--- src/rtl/xor_tree_3x35.sv ---
// ---------------------------------------------------------------------------
// xor_tree_3x35
//
// Purpose:
//   Folds three packed 35-bit vectors into a single 35-bit word by GF(2)
//   addition (bitwise XOR). This is the summing node of the GF(2^31) PRNG
//   datapath. A two-level combinational XOR tree feeds one output register
//   stage. A valid flag travels alongside the data.
//
// Ports:
//   clk         in   1    rising-edge clock for all state
//   rst_n       in   1    synchronous reset, active low
//   in_valid    in   1    qualifies in_vectors this cycle
//   in_vectors  in   105  vector k at bits [k*35+34 : k*35], vector 0 in LSBs
//   out_xor     out  35   registered XOR of all input vectors
//   out_valid   out  1    out_xor holds the result of a valid input
//
// Handshake:
//   There is no backpressure. An input is accepted on every rising edge
//   where in_valid=1 and rst_n=1. Its result appears on out_xor, with
//   out_valid=1, immediately after that edge, so latency is 1 cycle.
//   When in_valid=0, out_xor keeps its last value and out_valid drops.
// ---------------------------------------------------------------------------
module xor_tree_3x35 #(
  parameter int N_VECTORS = 3,   // tree below is laid out for exactly 3
  parameter int WIDTH     = 35
) (
  input  logic                         clk,
  input  logic                         rst_n,
  input  logic                         in_valid,
  input  logic [N_VECTORS*WIDTH-1:0]   in_vectors,
  output logic [WIDTH-1:0]             out_xor,
  output logic                         out_valid
);

  // Unpack the three operands.
  logic [WIDTH-1:0] vec0;
  logic [WIDTH-1:0] vec1;
  logic [WIDTH-1:0] vec2;

  assign vec0 = in_vectors[0*WIDTH +: WIDTH];
  assign vec1 = in_vectors[1*WIDTH +: WIDTH];
  assign vec2 = in_vectors[2*WIDTH +: WIDTH];

  // Level 1 pairs v0 with v1. The odd leftover, v2, passes through unchanged.
  logic [WIDTH-1:0] lvl1_pair;
  logic [WIDTH-1:0] lvl1_pass;

  assign lvl1_pair = vec0 ^ vec1;
  assign lvl1_pass = vec2;

  // Level 2 is the root of the tree.
  logic [WIDTH-1:0] tree_root;

  assign tree_root = lvl1_pair ^ lvl1_pass;

  // Output register stage.
  logic [WIDTH-1:0] xor_q;
  logic [WIDTH-1:0] xor_d;
  logic             valid_q;
  logic             valid_d;

  // The data register loads only on a valid input. This keeps idle-cycle
  // garbage (including X) on in_vectors out of out_xor.
  always_comb begin
    xor_d   = xor_q;
    valid_d = in_valid;
    if (in_valid) begin
      xor_d = tree_root;
    end
  end

  always_ff @(posedge clk) begin
    if (!rst_n) begin
      xor_q   <= '0;
      valid_q <= 1'b0;
    end else begin
      xor_q   <= xor_d;
      valid_q <= valid_d;
    end
  end

  assign out_xor   = xor_q;
  assign out_valid = valid_q;

endmodule

--- config.mk ---
export PLATFORM = sky130hd
export DESIGN_NAME = xor_tree_3x35
export DESIGN_NICKNAME = d
export VERILOG_FILES = /design/src/rtl/xor_tree_3x35.sv
export SDC_FILE = /design/constraint.sdc
export NUM_CORES = 1
export LEC_CHECK = 0
export CAP_MARGIN = 5
export CORE_MARGIN = 3
export CORE_UTILIZATION = 27
export CTS_CLUSTER_DIAMETER = 100
export DETAILED_ROUTE_END_ITERATION = 8
export PLACE_DENSITY = 0.63
export SLEW_MARGIN = 30
export SYNTH_ARGS = -nofsm -noshare
export SYNTH_HDL_FRONTEND = slang
export SYNTH_SLANG_ARGS = --single-unit
--- constraint.sdc ---
create_clock -name clk -period 1.1 [get_ports clk]
set_input_delay 0.165 -clock clk [delete_from_list [all_inputs] [get_ports clk]]
set_output_delay 0.165 -clock clk [all_outputs]
set_load 0.05 [all_outputs]
==> metrics.md <==
| Metric | Value |
|---|---|
| Final ANT Viol Nets | `0` |
| Final Max Tran Viols | `0` |
| Fmax | `1000 MHz` |
| Gate Count Post-Synth | `236` |
| Routed vias/inst | `4.89` |
| RSZ-0062 raised after global routing | `false` |
| FF-to-FF setup slack | `440 ps` |
| Final WS setup | `104 ps` |
| Initial antenna violation count | `0` |
| Worst-margin pin slew | `280 ps` |
| Clock Tree Buf Depth | `2` |
| Synth Register Bits | `36` |
| Sw Ratio | `0.330` |
| Vias in the first global route | `2284` |
| Startpoint Class | `register` |
| Int Power | `2810 µW` |
| Worst Setup SP | `out_xor[4]$_SDFFE_PN0P_` |
| Area occupied by multi-input gates | `1490 µm²` |
| Reg2reg path depth | `2` |
| Global routing usage on met3 | `0.0484` |
| Nets | `474` |
| Worst hold stages | `3` |
| Post-synthesis sequential area ratio | `0.297` |
| Seq. cell area | `721 µm²` |
| Period Utilization, post-route | `0.906` |
| Comb pwr share | `0.423` |
| Critical path depth | `1` |
| Max IR drop VDD | `0.000422 V` |
| Gr usage total | `0.130` |
| Wire per inst | `13.9 µm` |
| Number of remaining DRC errors | `0` |
| Hold-fix buffers, CTS | `0` |
| Finish-stage setup viols | `0` |
| Netlist cell types | `14` |
| WP data required | `940 ps` |
| Placed cells | `464` |
| Most used routing layer | `met2` |
| Sequential power share | `0.364` |
| Top delay family on crit path | `flip-flops` |
| Nature of the critical path endpoint | `output port` |
| Detailed Route WL | `6.53 mm` |
| Worst reg2reg path startpoint | `out_xor[24]$_SDFFE_PN0P_` |
| Share of layout cells above drive strength 1 | `0.221` |
| Ys Warns | `0` |
| Average instance area after synthesis | `10.3 µm²` |
| Tmin final | `996 ps` |
| Clock insertion delay at the later pin of the skew report | `280 ps` |
| # clock sinks | `36` |
| CTS tree | `built` |
| H-tree lvl count | `2` |
| CP max-delay cell | `dfxtp_1` |
| Slew margin rel. | `0.813` |
| Total number of vias | `2304` |
| Fin Hold WS | `395 ps` |
| Critical path endpoint | `out_xor[4]` |
| ANT cells | `0` |
| Die Area | `10100 µm²` |
| I/O pins | `144` |
| CP peak stage delay | `390 ps` |
| Switching power | `1390 µW` |
| Non-filler cells, final | `471` |
| Pwr per Cell Area | `982 nW/µm²` |
| Post-Syn Nets | `344` |
| Clock skew | `0 ps` |
| Min-Delay Path Class | `in2reg` |
| GRT Residual Overflow | `0` |
| Final Hold Fails | `0` |
| Place WS | `-136 ps` |
| Leakage power | `0.00162 µW` |
| Reg clk slew, reported paths | `70 ps` |
| Core Region | `8460 µm²` |
| CTS root buf | `clkbuf_8` |
| TritonCTS Buffers | `5` |
| CP cell instances | `buf_12` |
| Hpwl dp | `5.12 mm` |
| Clock power share | `0.213` |
| Row count | `33` |
| Die Height | `101 µm` |
| Die width | `101 µm` |
| Initial Util | `0.286` |
| GRT met1 Usage | `0.168` |
| Post-CTS Setup Inserts | `0` |
| First-pass GRT wire length | `10.9 mm` |
| Drt first pass iters | `4` |
| CP Buf/Inv Count | `1` |
| CP Max Fanout | `2` |
| Met2 GRT Util | `0.206` |
| Yosys top cell area share | `0.297` |
| Area growth from synthesis to layout | `76.5%` |
| Synth area leaders | `dfxtp_1 30%, o211ai_2 17%, nand4b_1 13%` |
| Final GP Congestion | `0.657` |
| Port bufs | `143` |
| Largest net degree at the start of global routing | `66` |
| FILL cells | `753` |
| Dominant cell type by area after synthesis | `dfxtp_1` |
| Reg2reg end | `out_xor[24]$_SDFFE_PN0P_` |
| Crit Path Class | `reg2out` |
| Starting DRT DRC Count | `73` |
| Cts repair resizes | `0` |
| Post-Syn Area | `2420 µm²` |
| Critical Path AT | `830 ps` |
| Max-cap check violation count | `0` |
| Status | `finished, final reports clean` |
==> power groups by stage <==
stage               registers, µW  clock network [µW]  logic [µW]
global placement             1560                   0        1760
CTS                          1530                 952        1790
detailed placement           1560                   0        1790
global route                 1540                1020        1880
finish                       1530                 895        1770
floorplan                    1890                   0         484
==> area by class of cell <==
class	count	area share
tap	105	0.0307
clock inverter	1	0.00117
sequential	36	0.169
timing repair buffer	147	0.435
clock buffer	6	0.0170
multi-input combinational	176	0.347
==> state kept, by name, summed over array words and instances, names as in the netlist <==
name       flops
out_xor       35
out_valid      1
==> routing by layer <==
layer	part of all wire	up-vias
li1	-	1156
met1	0.40	1056
met2	0.49	90
met3	0.10	2
met4	0.0028	0
met5	0	-
==> how the worst min path moves through the flow <==
| stage | slack, ps | end | startpoint |
|---|---|---|---|
| 3_5_place_dp | 540 | out_xor[34]$_SDFFE_PN0P_ | out_xor[34]$_SDFFE_PN0P_ |
| 4_1_cts | 380 | out_valid$_SDFF_PN0_ | in_valid |
| 5_1_grt | 390 | out_valid$_SDFF_PN0_ | in_valid |
| 2_1_floorplan | 350 | out_xor[34]$_SDFFE_PN0P_ | in_vectors[69] |
| 6_report | 390 | out_valid$_SDFF_PN0_ | in_valid |
| 3_3_place_gp | 540 | out_xor[34]$_SDFFE_PN0P_ | out_xor[34]$_SDFFE_PN0P_ |
==> cells in the mapped netlist (all sizes together) <==
cell	n
clkbuf	2
nand4b	35
nand3b	35
buf	22
o211ai	35
nand3	35
and2	1
dfxtp	36
xor2	35
==> kinds of logic after synthesis <==
logic type | share of synthesized area
AND/OR/NAND/NOR | 0.310
AO/OA/AOI/OAI | 0.177
flip-flops | 0.297
buffers and inverters | 0.0898
XOR/XNOR | 0.126
==> placed cells by master (no fill, tap or decap), drive strengths merged <==
master	instances
and2	1
buf	42
clkbuf	6
clkdlybuf4s50	105
clkinv	1
dfxtp	36
nand3	35
nand3b	35
nand4b	35
o211ai	35
xor2	35
==> per-stage QoR <==
| step | TNS [ps] | power [µW] | area [µm²] | utilization |
|---|---|---|---|---|
| final | 0 | 4200 | 4280 | 0.505 |
| after CTS | 0 | 4280 | 4280 | 0.505 |
| after floorplan | 0 | 2370 | 2420 | - |
| after global placement | -1590 | 3320 | 4200 | 0.496 |
| after detailed placement | -2400 | 3350 | 4200 | 0.496 |
| after global routing | 0 | 4440 | 4280 | 0.505 |
Power figures use the tool's default switching activity.
